**src/rtl/array_alloc_pkg.sv**
```systemverilog
// Shared constants and FSM state encoding for the array allocator.
package array_alloc_pkg;

    localparam int MEMORY_ELEMENT_WIDTH = 12;
    localparam int N_ARRAYS             = 4;
    localparam int N_AREA               = 7;

    typedef enum logic [1:0] {
        IDLE  = 2'd0,
        CLEAR = 2'd1,
        ACK   = 2'd2
    } state_t;

endpackage

```
**src/rtl/free_stack.sv**
```systemverilog
// LIFO of released array numbers, recycled by the allocator before new numbers are issued.
module free_stack #(
    parameter int W     = array_alloc_pkg::MEMORY_ELEMENT_WIDTH,
    parameter int DEPTH = array_alloc_pkg::N_ARRAYS
) (
    input  logic         clock,
    input  logic         reset_n,
    input  logic         push,
    input  logic [W-1:0] push_data,
    input  logic         pop,
    output logic [W-1:0] top,
    output logic [W-1:0] count,
    output logic         empty,
    output logic         full
);

    localparam int AW = (DEPTH > 1) ? $clog2(DEPTH) : 1;
    localparam logic [W-1:0] DEPTH_W = W'(DEPTH);

    logic [W-1:0]  mem [DEPTH];
    logic [W-1:0]  cnt;
    logic [AW-1:0] wr_idx;
    logic [AW-1:0] rd_idx;

    assign wr_idx = cnt[AW-1:0];
    assign rd_idx = AW'(cnt - 1'b1);
    assign empty  = (cnt == '0);
    assign full   = (cnt == DEPTH_W);
    assign count  = cnt;
    assign top    = empty ? '0 : mem[rd_idx];

    always_ff @(posedge clock or negedge reset_n) begin
        if (!reset_n) begin
            cnt <= '0;
        end else if (push && !full) begin
            cnt <= cnt + 1'b1;
        end else if (pop && !empty) begin
            cnt <= cnt - 1'b1;
        end
    end

    // NOTE: storage is not reset; the count alone decides which entries are valid.
    always_ff @(posedge clock) begin
        if (push && !full) begin
            mem[wr_idx] <= push_data;
        end
    end

endmodule

```
**src/rtl/array_allocator.sv**
```systemverilog
// Issues array numbers (freed ones first, LIFO) and tracks per-array sizes.
// Define ARRAY_ALLOCATOR_CLEAR_EN to zero an array's heap area before acknowledging its alloc.
module array_allocator #(
    parameter int MEMORY_ELEMENT_WIDTH = array_alloc_pkg::MEMORY_ELEMENT_WIDTH,
    parameter int N_ARRAYS             = array_alloc_pkg::N_ARRAYS,
    parameter int N_AREA               = array_alloc_pkg::N_AREA
) (
    input  logic                            clock,
    input  logic                            reset_n,
    input  logic                            alloc_req,
    output logic                            alloc_ack,
    output logic [MEMORY_ELEMENT_WIDTH-1:0] alloc_array,
    input  logic                            free_req,
    input  logic [MEMORY_ELEMENT_WIDTH-1:0] free_array,
    output logic                            free_ack,
    input  logic                            size_we,
    input  logic [MEMORY_ELEMENT_WIDTH-1:0] size_array,
    input  logic [MEMORY_ELEMENT_WIDTH-1:0] size_index,
    input  logic [MEMORY_ELEMENT_WIDTH-1:0] size_rd_array,
    output logic [MEMORY_ELEMENT_WIDTH-1:0] size_rd_data,
    output logic                            heap_we,
    output logic [MEMORY_ELEMENT_WIDTH-1:0] heap_addr,
    output logic [MEMORY_ELEMENT_WIDTH-1:0] heap_wdata,
    output logic [MEMORY_ELEMENT_WIDTH-1:0] allocs,
    output logic                            full,
    output logic                            error
);

    import array_alloc_pkg::*;

    localparam int W  = MEMORY_ELEMENT_WIDTH;
    localparam int AW = (N_ARRAYS > 1) ? $clog2(N_ARRAYS) : 1;
    localparam logic [W-1:0] N_ARRAYS_W = W'(N_ARRAYS);
    localparam logic [W-1:0] N_AREA_W   = W'(N_AREA);

    state_t       state;
    logic [W-1:0] size_tbl [N_ARRAYS];
    logic [W-1:0] st_top;
    logic [W-1:0] st_count;
    logic         st_empty;
    logic         st_full;
    logic         st_push;
    logic         st_pop;
    logic         free_ok;
    logic         size_err;
    logic         alloc_go;
    logic [W-1:0] new_array;
    logic [W-1:0] size_next;

    assign full       = (allocs == N_ARRAYS_W) && (st_count == '0);
    assign free_ok    = (free_array < allocs) && !st_full;
    assign new_array  = st_empty ? allocs : st_top;
    assign alloc_go   = (state == IDLE) && !free_req && alloc_req && !full;
    assign st_push    = (state == IDLE) && free_req && free_ok;
    assign st_pop     = alloc_go && !st_empty;
    assign size_err   = size_we && (size_array >= N_ARRAYS_W);
    assign size_next  = size_index + 1'b1;
    assign heap_wdata = '0;

    assign size_rd_data = (size_rd_array < N_ARRAYS_W) ? size_tbl[size_rd_array[AW-1:0]] : '0;

    free_stack #(
        .W     (W),
        .DEPTH (N_ARRAYS)
    ) u_free_stack (
        .clock     (clock),
        .reset_n   (reset_n),
        .push      (st_push),
        .push_data (free_array),
        .pop       (st_pop),
        .top       (st_top),
        .count     (st_count),
        .empty     (st_empty),
        .full      (st_full)
    );

    always_ff @(posedge clock or negedge reset_n) begin
        if (!reset_n) begin
            for (int i = 0; i < N_ARRAYS; i++) size_tbl[i] <= '0;
        end else begin
            if (size_we && !size_err && (size_tbl[size_array[AW-1:0]] < size_next)) begin
                size_tbl[size_array[AW-1:0]] <= size_next;
            end
            // NOTE: the later non-blocking assignment wins, so a fresh alloc overrides a same-edge size write.
            if (alloc_go) begin
                size_tbl[new_array[AW-1:0]] <= '0;
            end
        end
    end

`ifdef ARRAY_ALLOCATOR_CLEAR_EN
    logic [W-1:0] clr_k;
`else
    assign heap_we   = 1'b0;
    assign heap_addr = alloc_array * N_AREA_W;
`endif

    always_ff @(posedge clock or negedge reset_n) begin
        if (!reset_n) begin
            state       <= IDLE;
            allocs      <= '0;
            alloc_ack   <= 1'b0;
            alloc_array <= '0;
            free_ack    <= 1'b0;
            error       <= 1'b0;
`ifdef ARRAY_ALLOCATOR_CLEAR_EN
            heap_we     <= 1'b0;
            heap_addr   <= '0;
            clr_k       <= '0;
`endif
        end else begin
            alloc_ack <= 1'b0;
            free_ack  <= 1'b0;
            error     <= size_err;
            case (state)
                IDLE: begin
                    if (free_req) begin
                        state    <= ACK;
                        free_ack <= 1'b1;
                        if (!free_ok) error <= 1'b1;
                    end else if (alloc_req) begin
                        if (full) begin
                            state       <= ACK;
                            alloc_ack   <= 1'b1;
                            alloc_array <= '0;
                            error       <= 1'b1;
                        end else begin
                            alloc_array <= new_array;
                            if (st_empty) allocs <= allocs + 1'b1;
`ifdef ARRAY_ALLOCATOR_CLEAR_EN
                            state     <= CLEAR;
                            heap_we   <= 1'b1;
                            heap_addr <= new_array * N_AREA_W;
                            clr_k     <= '0;
`else
                            state     <= ACK;
                            alloc_ack <= 1'b1;
`endif
                        end
                    end
                end
`ifdef ARRAY_ALLOCATOR_CLEAR_EN
                CLEAR: begin
                    if (clr_k == N_AREA_W - 1'b1) begin
                        heap_we   <= 1'b0;
                        heap_addr <= '0;
                        alloc_ack <= 1'b1;
                        state     <= ACK;
                    end else begin
                        clr_k     <= clr_k + 1'b1;
                        heap_addr <= heap_addr + 1'b1;
                    end
                end
`endif
                ACK:     state <= IDLE;
                default: state <= IDLE;
            endcase
        end
    end

endmodule

```
**config.mk**
```make
export PLATFORM = sky130hd
export DESIGN_NAME = array_allocator
export DESIGN_NICKNAME = d
export VERILOG_FILES = /design/src/rtl/array_alloc_pkg.sv /design/src/rtl/free_stack.sv /design/src/rtl/array_allocator.sv
export SDC_FILE = /design/constraint.sdc
export NUM_CORES = 1
export LEC_CHECK = 0
export ABC_AREA = 1
export BUFFER_PORTS_ARGS = -buffer_cell sky130_fd_sc_hd__clkbuf_2
export CAP_MARGIN = 20
export CORE_UTILIZATION = 50
export DETAILED_ROUTE_END_ITERATION = 7
export GPL_ROUTABILITY_DRIVEN = 0
export PLACE_DENSITY = 0.8
export SYNTH_ARGS = -nofsm -noshare
export SYNTH_HDL_FRONTEND = slang
export SYNTH_SLANG_ARGS = --single-unit
```
**constraint.sdc**
```tcl
create_clock -name clock -period 7.2 [get_ports clock]
set_clock_uncertainty 0.2 [all_clocks]
set_input_delay 0.36 -clock clock [delete_from_list [all_inputs] [get_ports clock]]
set_output_delay 0.36 -clock clock [all_outputs]
set_load 0.05 [all_outputs]
```
==> out/summary.md <==
### Die
* **die height** 136.7 um
* **total core area** 17480 um2
* **number of top-level design ports** 118
* **starting density of the core** 51.88%
* **Total Die Area** 18680 um2
* **number of standard-cell rows in the floorplan** 48
* **width of the chip** 136.7 um

### Global route
* **GRT Overall Usage** 28.01%
* **Remaining Overflow, GRT** 0
* **largest net degree at the start of global routing** 55
* **number of antenna violations at the first check in global routing** 0
* **number of global-route vias before repair** 7599
* **first-pass GRT wire length** 39790 um

### Final layout
* **proportion of layout cells with a drive suffix above 1** 13.03%
* **final layout net count** 1348
* **Finished Layout Cells** 1484
* **ANT cells** 0
* **Syn-to-layout area delta** 13.08%
* **area occupied by multi-input gates** 4731 um2
* **most frequent cells in the layout** sky130_fd_sc_hd__nand2_1, sky130_fd_sc_hd__nor2_1, sky130_fd_sc_hd__o21ai_0
* **Final Util** 58.67%
* **total area of sequential cells** 3643 um2
* **commonest non-fill, non-tap cell in the layout** sky130_fd_sc_hd__nand2_1
* **fill count** 1508

### Timing
* **final clock period utilization by the worst path** 66.07%
* **setup-violating endpoint count in the final report** 0
* **Max Clk Rate** 0.2102 GHz
* **hold violation count in the final report** 0
* **final max-slew violation count** 0
* **min cycle time layout** 4757 ps
* **actual transition at the worst max-transition pin** 1020 ps
* **relative slew slack** 31.76%
* **unrepaired setup endpoints after global routing** false
* **setup TNS** 0 ps

### Yosys
* **netlist area before placement** 9067 um2
* **Yosys cell types** 43
* **mux cell area share after synthesis** 0.2484%
* **largest family of logic cells by synthesized area** simple AND/OR/NAND/NOR gates
* **portion of the post-synthesis area used by sequential elements** 40.18%
* **share of Yosys cell area claimed by the top area cell type** 24.29%
* **flops & latches, synth** 136
* **Yosys warnings** 0
* **cell types with the largest area share after synthesis** sky130_fd_sc_hd__dfrtp_1, sky130_fd_sc_hd__edfxtp_1, sky130_fd_sc_hd__nand2_1, sky130_fd_sc_hd__o21ai_0, sky130_fd_sc_hd__ha_1
* **Gate Count Post-Synth** 1172
* **XOR/XNOR Fraction of Synth Area** 4.347%
* **synthesized area per cell** 7.737 um2
* **fraction of the mapped netlist area in adder cells** 7.589%
* **fraction of the mapped netlist area in compound gates** 14.54%
* **simple-gate area share of the yosys netlist** 24.91%
* **leading area contributor after synthesis** sky130_fd_sc_hd__dfrtp_1

### Outcome
* **result of the run** completed

### Pwr
* **NetSw** 0.002455 W
* **worst IR drop on VDD** 877.5 uV
* **LEAKAGE** 4.950 nW
* **Comb power frac** 55.9%
* **internal power** 0.002125 W
* **Sw Ratio** 53.60%
* **Seq pwr share** 24.1%
* **clock network power share** 20.0%
* **power density over cell area** 446.7 nW/um2

### Hold path
* **worst hold-check path type** primary input to register

### Clock network
* **Setup Fix Bufs, Post-CTS** 0
* **total of hold buffers inserted after clock tree synthesis** 4
* **Max clock buf depth** 2
* **quantity of gates resized following cts** 0
* **maximum level of the CTS H-tree** 4
* **clock latency at the later pin of the worst-skew pair** 430 ps
* **clock tree sinks** 136
* **cell at the root of the clock tree** sky130_fd_sc_hd__clkbuf_16
* **clock-pin transition on the worst setup and hold timing paths** 70 ps
* **TritonCTS buffer count** 17
* **CTS tree** yes

### Placement
* **Port Buf Inserts** 104
* **half-perimeter wire length after detailed placement** 17370 um
* **cell count after placement** 1447

### Critical path
* **crit path cell chain** inv_1, ha_1, inv_1, nor3_1, nand3_1, and3_1, nand2_1, nor2_1
* **cell repeated most along the worst path** sky130_fd_sc_hd__inv_1
* **worst path buffer plus inverter count** 2
* **cell with the largest stage delay on the worst path** sky130_fd_sc_hd__nor2_1
* **CP Max Fanout** 31
* **launching element type of the critical path** register
* **endpoint kind of the worst setup timing path** register
* **path type of the worst setup path** register to register
* **data arrival time of the worst path** 4600 ps
* **cell type group with the largest total delay on the critical path** simple AND/OR/NAND/NOR gates
* **Crit path largest cell delay** 990 ps
* **required time of the critical path** 7050 ps

### Routing
* **Total Routed Length** 25240 um
* **Post-route DRC** 0
* **Detail Route Antenna Nets** 0
* **DR WL/cell** 17.01 um
* **detailed-router iteration count before antenna repair** 6
* **detailed-route vias per instance** 5.795
* **number of DRC markers in iteration 0** 1076
* **detailed-route via count** 8600

### Run
* **Max-Cap Viols** 0

[power by group through the flow]
stage | combinational (W) | sequential (W) | clock [W]
after floorplan | 0.00190 | 0.00120 | 0
after global placement | 0.00248 | 0.00111 | 0
after detailed placement | 0.00254 | 0.00111 | 0
after CTS | 0.00255 | 0.00110 | 0.000921
after global routing | 0.00278 | 0.00113 | 0.000956
final | 0.00256 | 0.00111 | 0.000914
[kinds of logic (layout without fill, tap and decap cells)]
group,count (synthesis),in the layout
other cells,1,13
flops,136,136
xor+xnor,45,45
mux,2,2
buf+inv,168,243
simple gates,535,535
fa+ha+maj,49,49
compound gates,236,236
[cell usage after synthesis]
cell type                    n
sky130_fd_sc_hd__nand2_2     5
sky130_fd_sc_hd__conb_1      1
sky130_fd_sc_hd__a31o_2      1
sky130_fd_sc_hd__o21ai_1     3
sky130_fd_sc_hd__o21ai_0   105
sky130_fd_sc_hd__nand2_1   269
sky130_fd_sc_hd__and3_1      1
sky130_fd_sc_hd__o21bai_1    1
sky130_fd_sc_hd__nor2_1    122
sky130_fd_sc_hd__clkbuf_1   30
sky130_fd_sc_hd__dfrtp_1    88
sky130_fd_sc_hd__a21oi_1    83
sky130_fd_sc_hd__xor2_1     37
sky130_fd_sc_hd__fa_1       10
sky130_fd_sc_hd__clkinv_1    5
sky130_fd_sc_hd__a221oi_1   14
sky130_fd_sc_hd__a211oi_1    1
sky130_fd_sc_hd__nor2_2      5
sky130_fd_sc_hd__inv_1      88
sky130_fd_sc_hd__nor3_1     19
sky130_fd_sc_hd__nand3_1    85
sky130_fd_sc_hd__edfxtp_1   48
sky130_fd_sc_hd__inv_2       6
sky130_fd_sc_hd__nor2_4      2
sky130_fd_sc_hd__o22ai_1     8
sky130_fd_sc_hd__a32o_1      1
sky130_fd_sc_hd__a22oi_1     7
sky130_fd_sc_hd__nor4_1      6
sky130_fd_sc_hd__o221ai_1   11
sky130_fd_sc_hd__buf_2      20
sky130_fd_sc_hd__buf_1       1
sky130_fd_sc_hd__or2_1       3
sky130_fd_sc_hd__mux2_2      2
sky130_fd_sc_hd__o31ai_1     1
sky130_fd_sc_hd__nand4_1    14
sky130_fd_sc_hd__ha_1       39
sky130_fd_sc_hd__nand3b_1    1
sky130_fd_sc_hd__buf_4      14
sky130_fd_sc_hd__nand2_4     1
sky130_fd_sc_hd__buf_6       4
sky130_fd_sc_hd__xnor2_1     8
sky130_fd_sc_hd__or2_2       1
sky130_fd_sc_hd__nand3_2     1
[stage by stage]
stage / instance area, um2 / worst slack (ps) / hold slack, ps / power (W)
floorplan: 9112 / 3424 / -135.6 / 0.003105
global placement: 9573 / 2724 / 179.5 / 0.003596
detailed placement: 9573 / 2499 / 179.1 / 0.003650
CTS: 10240 / 2508 / 6.628 / 0.004576
global route: 10250 / 2077 / 10.51 / 0.004862
finish: 10250 / 2443 / 7.163 / 0.004580
[per-layer routing]
layer  track usage, %  part of all wire [%]  vias to the layer above
met3            5.852                   9.0                       61
met4            11.11                   2.6                        0
met5                0                     0                        -
li1                 -                     -                     4066
met2            44.73                    47                      487
met1            37.11                    41                     3986
[worst paths after layout]
kind                                                   start                                to  slack [ps]  cells past startpoint
min in group asynchronous                            reset_n             size_tbl[2]$_DFF_PN0_         260                      2
max                        u_free_stack.count[0]$_DFFE_PN0P_  u_free_stack.mem[0][1]$_DFFE_PP_        2440                      8
max reg2reg                u_free_stack.count[0]$_DFFE_PN0P_  u_free_stack.mem[0][1]$_DFFE_PP_        2440                      8
min reg2reg                             state[1]$_DFFE_PN0P_              state[1]$_DFFE_PN0P_         280                      1
min                                            free_array[7]  u_free_stack.mem[3][7]$_DFFE_PP_           7                      1
max in group asynchronous                            reset_n            size_tbl[28]$_DFF_PN0_        5470                      3
[cell type report]
class	instances	area share [%]
multi-input combinational	880	46.14
sequential	136	35.53
timing repair buffer	112	5.857
clock buffer	17	4.149
inverter	99	3.624
tap	225	2.746
clock inverter	15	1.952
[state kept, by name, summed over array words and instances (netlist names)]
| register | cells |
|---|---|
| state | 1 |
| size_tbl | 48 |
| u_free_stack.count | 12 |
| error | 1 |
| allocs | 12 |
| free_ack | 1 |
| u_free_stack.mem | 48 |
| alloc_array | 12 |
| alloc_ack | 1 |
Power figures use the tool's default switching activity.
